===== src/rtl/fetch_ctrl.sv =====
// fetch_ctrl: instruction fetch sequencer feeding the decoder.
// Fetches one 32-bit instruction word. If the instruction carries a 64-bit
// immediate, it then fetches two more words (low word first) and presents the
// immediate on a separate transfer. Backend stall and PC redirect are handled.
module fetch_ctrl #(
  parameter int unsigned       INST_W   = 32,
  parameter int unsigned       DATA_W   = 2 * INST_W,
  parameter int unsigned       ADDR_W   = 64,
  parameter logic [ADDR_W-1:0] RESET_PC = '0
) (
  input  logic              clk,
  input  logic              rst,
  output logic              mem_req,
  output logic [ADDR_W-1:0] mem_addr,
  input  logic              mem_ack,
  input  logic [INST_W-1:0] mem_rdata,
  output logic [INST_W-1:0] inst,
  output logic              inst_valid,
  output logic [DATA_W-1:0] imm_out,
  output logic              imm_valid,
  output logic [ADDR_W-1:0] pc,
  input  logic              stall,
  input  logic              redirect,
  input  logic [ADDR_W-1:0] redirect_pc,
  output logic              busy
);

  typedef enum logic [2:0] {
    S_BOOT,
    S_FETCH_INST,
    S_ISSUE,
    S_FETCH_LO,
    S_FETCH_HI,
    S_ISSUE_IMM
  } state_t;

  localparam logic [ADDR_W-1:0] WORD_BYTES = ADDR_W'(4);

  state_t            r_state;
  state_t            w_state_nxt;
  logic [ADDR_W-1:0] r_fpc;
  logic [ADDR_W-1:0] w_fpc_nxt;
  logic [ADDR_W-1:0] r_pc;
  logic [ADDR_W-1:0] w_pc_nxt;
  logic [INST_W-1:0] r_inst;
  logic [INST_W-1:0] w_inst_nxt;
  logic [DATA_W-1:0] r_imm;
  logic [DATA_W-1:0] w_imm_nxt;
  logic [ADDR_W-1:0] w_fpc_inc;
  logic              w_redirect;
  logic              w_has_imm;

  // Fetch address increments wrap silently modulo 2^ADDR_W.
  assign w_fpc_inc  = r_fpc + WORD_BYTES;
  // Redirect is not honoured during the single BOOT cycle.
  assign w_redirect = redirect && (r_state != S_BOOT);
  // Non-ALU opcode class with flag bit 0 set carries a trailing immediate.
  assign w_has_imm  = (r_inst[31:20] >= 12'h100) && r_inst[0];

  assign mem_addr = r_fpc;
  assign inst     = r_inst;
  assign imm_out  = r_imm;
  assign pc       = r_pc;
  assign busy     = (r_state != S_BOOT);

  // State and datapath registers, asynchronously cleared.
  always_ff @(posedge clk or negedge rst) begin
    if (!rst) begin
      r_state <= S_BOOT;
      r_fpc   <= RESET_PC;
      r_pc    <= '0;
      r_inst  <= '0;
      r_imm   <= '0;
    end else begin
      r_state <= w_state_nxt;
      r_fpc   <= w_fpc_nxt;
      r_pc    <= w_pc_nxt;
      r_inst  <= w_inst_nxt;
      r_imm   <= w_imm_nxt;
    end
  end

  // Next-state, datapath updates and handshake outputs; redirect overrides all.
  always_comb begin
    w_state_nxt = r_state;
    w_fpc_nxt   = r_fpc;
    w_pc_nxt    = r_pc;
    w_inst_nxt  = r_inst;
    w_imm_nxt   = r_imm;
    mem_req     = 1'b0;
    inst_valid  = 1'b0;
    imm_valid   = 1'b0;

    case (r_state)
      S_BOOT: begin
        w_state_nxt = S_FETCH_INST;
      end
      S_FETCH_INST: begin
        mem_req = 1'b1;
        if (mem_ack) begin
          w_inst_nxt  = mem_rdata;
          w_pc_nxt    = r_fpc;
          w_fpc_nxt   = w_fpc_inc;
          w_state_nxt = S_ISSUE;
        end
      end
      S_ISSUE: begin
        inst_valid = !stall;
        if (!stall) begin
          w_state_nxt = w_has_imm ? S_FETCH_LO : S_FETCH_INST;
        end
      end
      S_FETCH_LO: begin
        mem_req = 1'b1;
        if (mem_ack) begin
          w_imm_nxt   = {r_imm[DATA_W-1:INST_W], mem_rdata};
          w_fpc_nxt   = w_fpc_inc;
          w_state_nxt = S_FETCH_HI;
        end
      end
      S_FETCH_HI: begin
        mem_req = 1'b1;
        if (mem_ack) begin
          w_imm_nxt   = {mem_rdata, r_imm[INST_W-1:0]};
          w_fpc_nxt   = w_fpc_inc;
          w_state_nxt = S_ISSUE_IMM;
        end
      end
      S_ISSUE_IMM: begin
        imm_valid = !stall;
        if (!stall) begin
          w_state_nxt = S_FETCH_INST;
        end
      end
      default: begin
        w_state_nxt = S_BOOT;
      end
    endcase

    // Redirect discards any same-cycle ack data and any partial immediate.
    if (w_redirect) begin
      w_state_nxt = S_FETCH_INST;
      w_fpc_nxt   = redirect_pc;
      w_pc_nxt    = r_pc;
      w_inst_nxt  = r_inst;
      w_imm_nxt   = r_imm;
      inst_valid  = 1'b0;
      imm_valid   = 1'b0;
    end
  end

endmodule


===== config.mk =====
export PLATFORM = sky130hd
export DESIGN_NAME = fetch_ctrl
export DESIGN_NICKNAME = d
export VERILOG_FILES = /design/src/rtl/fetch_ctrl.sv
export SDC_FILE = /design/constraint.sdc
export NUM_CORES = 1
export LEC_CHECK = 0
export CAP_MARGIN = 20
export CORE_AREA = 4 4 156 158
export CTS_CLUSTER_DIAMETER = 100
export DETAILED_ROUTE_END_ITERATION = 16
export DIE_AREA = 0 0 160 162
export PLACE_DENSITY = 0.83
export SLEW_MARGIN = 20
export SYNTH_ARGS = -nofsm -noshare
export SYNTH_HDL_FRONTEND = slang
export SYNTH_SLANG_ARGS = --single-unit

===== constraint.sdc =====
create_clock -name clk -period 3.25 [get_ports clk]
set_clock_uncertainty 0.2 [all_clocks]
set_input_delay 0.325 -clock clk [delete_from_list [all_inputs] [get_ports clk]]
set_output_delay 0.325 -clock clk [all_outputs]
set_load 0.01 [all_outputs]

## Yosys cells after proc, flatten, opt, wreduce, memory -nomap -nowiden

Cells that the tools add are included.

| storage, ports and cells | value |
|---|---|
| output and inout bits | 228 |
| logic and storage cells | 53 |
| bits of input ports | 101 |
| flip-flop bits (word level) | 227 |

| operators by class | value |
|---|---|
| mux-type cells | 19 |
| reductions and logical operators | 13 |
| equality and inequality tests | 10 |
| bitwise logic cells | 3 |
| $add $sub $neg | 1 |
| magnitude comparators | 1 |

Operator list:

| operator | number |
|---|---|
| $mux 64 | 4 |
| $pmux 64 s2 | 1 |
| $add 64x3->64 const B | 1 |
| $mux 32 | 1 |
| $mux 3 | 6 |
| $pmux 3 s6 | 1 |
| $ne 3x3->1 const B | 5 |
| $ge 12x9->1 const B | 1 |
| $reduce_and 4->1 | 2 |
| $eq 3x2->1 const B | 2 |
| $eq 3x3->1 const B | 2 |
| $mux 1 | 5 |
| $reduce_and 5->1 | 1 |
| $reduce_bool 2->1 | 2 |
| $eq 3x1->1 const B | 1 |
| $logic_not 3->1 | 1 |
| $not 1->1 | 3 |
| $reduce_and 3->1 | 1 |
| $reduce_bool 3->1 | 1 |
| $reduce_or 3->1 | 1 |
| $logic_and 1x1->1 | 2 |
| $mux 2 | 1 |
| $reduce_and 2->1 | 1 |
| $logic_not 1->1 | 1 |

## Longest topological paths before layout

Gate-level depths: netlist (run 1).

| depth | value |
|---|---|
| depth after elaboration | 6 |
| mapped depth | 8 |
| mapped depth without buffers | 6 |

## Worst setup path before layout (run 1)

OpenSTA, ideal clock, no wires.

| path | value |
|---|---|
| path kind | register to register |
| start | register r_fpc[2], in the netlist mem_addr[2] |
| end | register r_fpc[38], in the netlist mem_addr[38] |
| library setup time | 0.104 ns |
| slack | 0.655 ns |
| cell stages (with the launch flop) | 8 |
| path buffers | 1 |
| data required time | 2.946 ns |
| arrival | 2.292 ns |
| period minus slack after synthesis | 2.595 ns |
| cells stage by stage | dfrtp_1 ha_1 nand3_1 or4_1 clkbuf_1 nor4_1 nand4_1 o311ai_1 |

| on the way | value |
|---|---|
| cells in the longest elaborated chain, start to end | 4 |

RTL lines:

| item | line | source |
|---|---|---|
| start, declared | 41 | `logic [ADDR_W-1:0] r_fpc;` |
| start signal, assigned | 76 | `r_fpc <= w_fpc_nxt;` |
| $add 64x3->64 | 54 | `assign w_fpc_inc = r_fpc + WORD_BYTES;` |
| $mux 64 | 100, 115, 123 |  |
| $mux 64 | - |  |
| $mux 64 | 141 | `if (w_redirect) begin` |

Every way passes these cells. The select of a mux whose other input is x is not followed.
A chain may end at the register's enable or synchronous reset.

## Worst setup path after layout (run 1)

Same ends and word-level chain as after synthesis.

==> results.cfg, run 1 <==
[run_status]
outcome = completed

[power]
ir_worst_vdd_v = 0.000552
p_total_uw = 10900
p_leak_uw = 0.00624
power.density_mw_per_mm2 = 725

[sta]
hold_viol = 0
fin_crit_sh_pct = 95.1
tightest_slew_ns = 0.942
clock.fmax_ghz = 0.323
slew_headroom_pct = 37.2
fin_crit_ns = 3.09
setup_tns_ns = 0
slew_viol_final = 0
rsz0062_at_grt = no
setup_violations = 0

[cts]
cts_root_buffer = clkbuf_16
worstSkewPairLatency_ns = 0.52
post-cts-setup-buffers = 0
cts.path.max_buffers = 3
cts-htree-levels = 1
cts.clk_slew.worst_paths_ns = 0.06
cts_tree = done
hold_buffers = 1
numCtsBuffers = 25
cts.repair.resized = 0
cts.sink_count = 227

[synthesis]
yosysSeqAreaShare_pct = 53.7
synth_nets = 1076
yosys.area.top_type = dfrtp_1
synth.top_cell.area_share_pct = 53.7
synth_ff_type = dfrtp_1
ys_top_cells_by_area = dfrtp_1 (54%), mux2_2 (14%), nand2_1 (4.1%)
syn_area_mm2 = 0.0106
synth.most_common_cell = dfrtp_1
synth_enable_flop_cells = 0
ys_types = 62
synth.avg_cell_area_um2 = 10.9
ys_warn_count = 0
ys_top_cells_by_count = dfrtp_1 (227), mux2_2 (128), nand2_1 (116)
synth_cells = 974
ys_async_sr_fraction_pct = 100
ys_seq_elements = 227

[setup_path]
cp.arrival_ns = 3.30
end_kind = flip-flop
critPathTopFamily = simple AND/OR/NAND/NOR gates
cp_num_buf_inv = 0
critPathLaunchType = flip-flop
critPathRequiredTime_ns = 3.46
path_max_fanout = 8
crit_slowest_cell = nor4_1
reg2reg_depth = 6
cp_num_cells = 6
path_cells = ha_1 > nand3_1 > or4_1 > nor4_1 > nand4_1 > o311ai_1
critPathMaxStageDelay_ns = 0.80
worst-setup-path-type = flip-flop to flip-flop

[grt]
grt_max_degree = 98
grt_pass1_vias = 9589
grt_pass1_wl_um = 54500
groute.usage.overall_pct = 25.8
antenna_found_initial = 2
overflow = 0

[routing]
num_vias = 9495
drt_iter0_markers = 762
avgViaCountPerCell = 5.96
wl_per_cell_um = 21.9
drc = 0
firstDrtPassIters = 5
drt-total-wl_um = 34900
ant_nets = 0

[layout]
final_core_utilization_pct = 65.1
nets = 1385
area_growth_pct = 42.2
final_layout_size_suffix_gt1_share_pct = 17.0
final_cells = 1592

[floorplan]
die_h_um = 162
num_rows = 56
die-area_mm2 = 0.0259
design.core.area_mm2 = 0.0231
die_w_um = 160
ios = 329
start_util_pct = 45.8

[place]
dpl.hpwl_um = 24600
routabilityCongestion = 0.922
port_buffers = 328
placed_cells = 1545

[worst_hold_path]
hold_path.class = input pin to flip-flop
whs_path_depth = 3

[flow_run]
maxCapViolCount = 0
## tightest hold or removal path: stages
cell	delay, ns
clkdlybuf4s50_1	0.41
nand2_1	0.06
nand2_1	0.04
## routing by layer
metal | global-route usage [%] | wire length, um | vias up
met1 | 33.2 | 14000 | 4663
met3 | 6.14 | 3150 | 84
met4 | 7.51 | 1040 | 0
met2 | 43.8 | 16700 | 503
met5 | 0 | 0 | -
li1 | - | - | 4245
## where the power goes
part	total (uW)	internal, uW	switching [uW]	leakage (uW)
sequential	4350	3620	728	0.00272
clock	2930	1780	1150	0.000418
combinational	3630	2120	1510	0.00310
## per-stage QoR
| step | worst slack [ns] | cell area (um^2) | hold WS (ns) |
|---|---|---|---|
| 3_3_place_gp | 0.325 | 14200 | 0.205 |
| 5_1_grt | 0.0220 | 15000 | 0.159 |
| 2_1_floorplan | 0.655 | 10600 | -0.171 |
| 4_1_cts | 0.256 | 15000 | 0.144 |
| 6_report | 0.159 | 15000 | 0.159 |
| 3_5_place_dp | 0.266 | 14200 | 0.210 |
## flip-flops by register name, indices dropped and copies added, names as in the netlist
signal / count
pc: 64
r_state: 3
inst: 32
imm_out: 64
mem_addr: 64
## logic make-up after synthesis
kind of cell               Yosys count  share of synthesized area (%)
AOI/OAI and AO/OA                  156                           10.2
muxes                              132                           14.0
xor gates and xnor gates             6                          0.497
adders and majority gates            1                          0.118
DFF                                227                           53.7
buffers and inverters               83                           3.25
and+or+nand+nor                    369                           18.2
## path summary, 6_finish.rpt
check	startpoint	slack, ns	endpoint
max	mem_addr[2]	0.16	mem_addr[38]
min	redirect_pc[1]	0.16	mem_addr[1]
max reg2reg	mem_addr[2]	0.16	mem_addr[38]
min reg2reg	imm_out[9]	0.28	imm_out[9]
max in group asynchronous	rst	1.78	mem_addr[62]
min in group asynchronous	rst	0.22	imm_out[53]
## cell type report
class | instances | area (um^2)
Fill cell | 1751 | 8080
Sequential cell | 227 | 5680
Multi-Input combinational cell | 664 | 4570
Timing Repair Buffer | 357 | 3550
Clock buffer | 35 | 723
Tap cell | 290 | 363
Clock inverter | 9 | 123
Inverter | 8 | 30.0
Antenna cell | 2 | 5.00
## cells in the final DEF, fill, tap and decap left out, types with 4 or more instances in the layout
| master | n |
|---|---|
| clkdlybuf4s50_1 | 327 |
| dfrtp_1 | 227 |
| mux2_2 | 128 |
| nand2_1 | 115 |
| nand3_1 | 53 |
| nor2_1 | 47 |
| o21ai_0 | 43 |
| nand4_1 | 33 |
| clkbuf_16 | 25 |
| buf_4 | 25 |
| a22oi_1 | 23 |
| nor4_1 | 18 |
| nor3_1 | 17 |
| and4_1 | 15 |
| and3_1 | 14 |
| or4_1 | 14 |
| a21oi_1 | 12 |
| o211ai_1 | 12 |
| or3_1 | 10 |
| a311oi_1 | 9 |
| a21o_1 | 9 |
| inv_1 | 8 |
| a211oi_1 | 7 |
| a31oi_1 | 6 |
| clkbuf_8 | 6 |
| a31o_2 | 5 |
| or4_4 | 5 |
| clkinv_2 | 5 |
| or2_2 | 4 |
| mux2i_1 | 4 |
| xnor2_1 | 4 |
| clkbuf_1 | 4 |
Power figures use the tool's default switching activity.
==> run 2: changes to the inputs <==
CORE_AREA = 5 5 157 159   (was 4 4 156 158)
DIE_AREA = 0 0 162 164   (was 0 0 160 162)
PLACE_DENSITY = 0.91   (was 0.83)
==> run 2 against run 1 <==
Sequential cell count unchanged. Setup slack better by 0.15 ns. Global-route usage grew 0.058 points. Worst hold slack got worse by 0.015 ns. Non-clock buffer count shrank 3. Sequential power barely moved. Critical path depth unchanged. Design area decreased by 0.65%. Die area grew 2.5%. Critical path type unchanged. Largest cell class unchanged.
==> results.cfg, run 2 (synthesis results as in run 1) <==
[setup_path]
critPathRequiredTime_ns = 3.47
critPathLaunchType = flip-flop
path_max_fanout = 10
cp_num_buf_inv = 0
crit_slowest_cell = or4_4
cp.arrival_ns = 3.16
worst-setup-path-type = flip-flop to flip-flop
cp_num_cells = 6
reg2reg_depth = 6
critPathMaxStageDelay_ns = 0.69
startpoint = mem_addr[2]
r2r-start = mem_addr[2]
path_cells = ha_1 > and3_1 > nand4_1 > or4_4 > o31a_1 > a311oi_1
critPathTopFamily = simple AND/OR/NAND/NOR gates
end_kind = flip-flop

[floorplan]
num_rows = 56
die-area_mm2 = 0.0266
die_h_um = 164
die_w_um = 162
start_util_pct = 45.8
design.core.area_mm2 = 0.0231
ios = 329

[routing]
ant_nets = 0
wl_per_cell_um = 22.2
drt-total-wl_um = 35300
firstDrtPassIters = 6
drt_iter0_markers = 1080
num_vias = 9680
drc = 0
avgViaCountPerCell = 6.09

[sta]
slew_headroom_pct = 35.1
slew_viol_final = 0
fin_crit_sh_pct = 90.5
tightest_slew_ns = 0.974
rsz0062_at_grt = no
setup_tns_ns = 0
worst_slack_ns = 0.310
holdWs_ns = 0.144
hold_viol = 0
fin_crit_ns = 2.94
setup_violations = 0
clock.fmax_ghz = 0.340

[layout]
layout_common_cells = clkdlybuf4s50_1 (327), dfrtp_1 (227), mux2_2 (128)
area_growth_pct = 41.3
final_cells = 1589
final_layout_size_suffix_gt1_share_pct = 16.8
n_fill_cell = 1708
nets = 1382
layout_commonest_cell = clkdlybuf4s50_1

[power]
power.density_mw_per_mm2 = 714
ir_worst_vdd_v = 0.000472
p_leak_uw = 0.00619

[cts]
cts-htree-levels = 1
cts.path.max_buffers = 3
cts_root_buffer = clkbuf_16
numCtsBuffers = 25
cts_tree = done
worstSkewPairLatency_ns = 0.52
cts.clk_slew.worst_paths_ns = 0.06
post-cts-setup-buffers = 0
cts.sink_count = 227

[flow_run]
maxCapViolCount = 0

[worst_hold_path]
min_from = redirect_pc[1]
hold_path.class = input pin to flip-flop
whs_path_depth = 3

[grt]
groute.usage.overall_pct = 25.9
overflow = 0
grt_pass1_vias = 9741
grt_max_degree = 97
antenna_found_initial = 2
grt_pass1_wl_um = 55500

[place]
dpl.hpwl_um = 25100
placed_cells = 1542
pre_cts_slack_ns = 0.359
routabilityCongestion = 0.958
port_buffers = 328

[run_status]
outcome = completed
-- run 2: final timing paths --
path	to	slack, ns
min	mem_addr[1]	0.14
max reg2reg	mem_addr[58]	0.31
max	mem_addr[58]	0.31
min reg2reg	imm_out[15]	0.28
min in group asynchronous	pc[10]	0.20
max in group asynchronous	imm_out[23]	1.91
-- run 2: cell type report --
class | count | area [um^2] | area share [%]
timing repair buffer | 354 | 3520 | 23.6
clock inverter | 10 | 61.3 | 0.410
sequential | 227 | 5680 | 38.0
tap | 290 | 363 | 2.43
clock buffer | 34 | 709 | 4.75
inverter | 8 | 30.0 | 0.201
multi-input combinational | 664 | 4570 | 30.6
antenna | 2 | 5.00 | 0.0335
-- run 2: timing repair --
item	4_1_cts	5_1_grt
hold endpoints to repair	78	0
resized for setup	0	0
hold buffers	1	0
endpoints found under the setup margin	0	0
-- run 2: stage by stage --
stage	total power [uW]	util (%)	instance area (um^2)
after floorplan	5690	-	10600
after global placement	7890	61.2	14200
after detailed placement	8020	61.2	14200
after CTS	10700	64.6	14900
after global routing	11200	64.6	14900
final	10700	64.6	14900
-- run 2: worst reg2reg max path, stage by stage (launching register included) --
cell	delay, ns
dfrtp_1	0.47
ha_1	0.25
and3_1	0.27
nand4_1	0.46
or4_4	0.69
o31a_1	0.29
a311oi_1	0.21
-- run 2: power breakdown --
group          internal (uW)  total (uW)  switching, uW
Combinational           2120        3660           1540
Sequential              3620        4340            719
Clock                   1530        2670           1140
Total                   7270       10700           3400
-- run 2: layer usage --
metal	vias up	routed length (um)	GRT usage, %
met4	0	1120	7.77
met5	-	0	0
met3	88	3290	5.85
li1	4236	-	-
met2	595	17100	44.3
met1	4761	13700	33.0
==> run 3: changes to the inputs <==
CORE_AREA = 5 5 153 155   (was 5 5 157 159)
CTS_BUF_LIST = sky130_fd_sc_hd__clkbuf_8   (was unset)
DIE_AREA = 0 0 158 160   (was 0 0 162 164)
PLACE_DENSITY = 0.95   (was 0.91)
==> run 3 against run 2 <==
Critical path depth unchanged. Highest routed layer unchanged. Register-to-register slack worse by 0.03 ns. First-iteration DRC count grew 8.8%. Critical endpoint is now mem_addr[38]. Via count up 1.2%. Largest cell class unchanged. Fmax fell by 1.1%.
==> results.cfg, run 3 (synthesis results as in run 1) <==
[setup_path]
cp.arrival_ns = 3.21
path_max_fanout = 8
critPathLaunchType = flip-flop
end_kind = flip-flop
worst-setup-path-type = flip-flop to flip-flop
critPathRequiredTime_ns = 3.48

[layout]
area_growth_pct = 41.1
layout_common_cells = clkdlybuf4s50_1 (327), dfrtp_1 (227), mux2_2 (128)
multi_input_area_mm2 = 0.00457
final_layout_size_suffix_gt1_share_pct = 17.6
nets = 1398
n_fill_cell = 1489
seqCellArea_mm2 = 0.00568
layout_commonest_cell = clkdlybuf4s50_1

[sta]
hold_viol = 0
holdWs_ns = 0.143
slew_viol_final = 0
clock.fmax_ghz = 0.336
slew_headroom_pct = 41.7
fin_crit_ns = 2.97
rsz0062_at_grt = no
setup_tns_ns = 0
fin_crit_sh_pct = 91.5
setup_violations = 0
tightest_slew_ns = 0.874

[power]
p_total_uw = 10500
p_leak_uw = 0.00626
power.share.clock_pct = 23.8
p_sw_share_pct = 32.7
power.switching_uw = 3450
internal_power_uw = 7090
ir_worst_vdd_v = 0.000499
comb_power_share_pct = 34.9
p_seq_share_pct = 41.3
power.density_mw_per_mm2 = 706

[routing]
drc = 0
ant_nets = 0
drt_iter0_markers = 1175
avgViaCountPerCell = 6.10
firstDrtPassIters = 6
wl_per_cell_um = 22.5
drt-total-wl_um = 36100
num_vias = 9793

[grt]
overflow = 0
grt_max_degree = 82
antenna_found_initial = 5
grt_pass1_wl_um = 55500
grt_pass1_vias = 9835
groute.usage.overall_pct = 27.6

[place]
dpl.hpwl_um = 25500
routabilityCongestion = 0.927
port_buffers = 328

[cts]
cts.clk_slew.worst_paths_ns = 0.06
cts_tree = done
numCtsBuffers = 39
worstSkewPairLatency_ns = 0.54
cts_root_buffer = clkbuf_8
cts-htree-levels = 2
cts.path.max_buffers = 3
cts.sink_count = 227
cts.repair.resized = 0

[floorplan]
design.core.area_mm2 = 0.0217
ios = 329
die_w_um = 158
die-area_mm2 = 0.0253
num_rows = 54
start_util_pct = 48.8
die_h_um = 160

[worst_hold_path]
hold_path.class = input pin to flip-flop

[flow_run]
maxCapViolCount = 0

[run_status]
outcome = completed
## run 3: what timing repair did
| action | in CTS | in global routing |
|---|---|---|
| hold buffers | 1 | 0 |
| buffers inserted | 0 | 0 |
| hold endpoints to repair | 69 | 0 |
| setup endpoints to repair | 0 | 0 |
## run 3: critical path, stage by stage, from the launching register on
cell and delay (ns):
dfrtp_1 0.45, ha_1 0.25, nand3_1 0.11, or4_1 0.67, nor4_1 0.73, nand4_1 0.22, o311ai_1 0.25
## run 3: layout make-up
| class | count | area share, % |
|---|---|---|
| clock inverter | 18 | 0.511 |
| tap | 280 | 2.35 |
| clock buffer | 49 | 4.52 |
| timing repair buffer | 356 | 23.7 |
| antenna | 4 | 0.0671 |
| multi-input combinational | 664 | 30.6 |
| inverter | 8 | 0.201 |
| sequential | 227 | 38.1 |
## run 3: through the flow
| stage | setup slack [ns] | instances | utilization [%] | instance area, um^2 |
|---|---|---|---|---|
| 2_1_floorplan | 0.655 | 974 | - | 10600 |
| 3_3_place_gp | 0.454 | 1534 | 65.3 | 14200 |
| 3_5_place_dp | 0.329 | 1534 | 65.3 | 14200 |
| 4_1_cts | 0.318 | 1602 | 68.8 | 14900 |
| 5_1_grt | 0.00753 | 1605 | 68.8 | 14900 |
| 6_report | 0.278 | 1606 | 68.8 | 14900 |
## run 3: routing by layer
| metal | track usage, % | part of all wire (%) | up-vias |
|---|---|---|---|
| met5 | 0 | 0 | - |
| met4 | 10.9 | 3.9 | 0 |
| met3 | 8.20 | 11 | 114 |
| met2 | 45.8 | 49 | 650 |
| met1 | 33.7 | 36 | 4762 |
| li1 | - | - | 4267 |
## run 3: path summary, 6_finish.rpt
kind | startpoint | end | slack, ns | cells after the start
max in group asynchronous | rst | imm_out[41] | 1.83 | 3
min reg2reg | imm_out[6] | imm_out[6] | 0.28 | 2
max | mem_addr[3] | mem_addr[38] | 0.28 | 6
min | redirect_pc[0] | mem_addr[0] | 0.14 | 3
max reg2reg | mem_addr[3] | mem_addr[38] | 0.28 | 6
min in group asynchronous | rst | pc[9] | 0.15 | 2
## run 3: power groups by stage
stage	registers [uW]	logic [uW]	clock network (uW)
after floorplan	4540	1140	0
after CTS	4330	3710	2560
after global routing	4450	3930	2680
after detailed placement	4360	3680	0
after global placement	4300	3570	0
final	4350	3680	2510
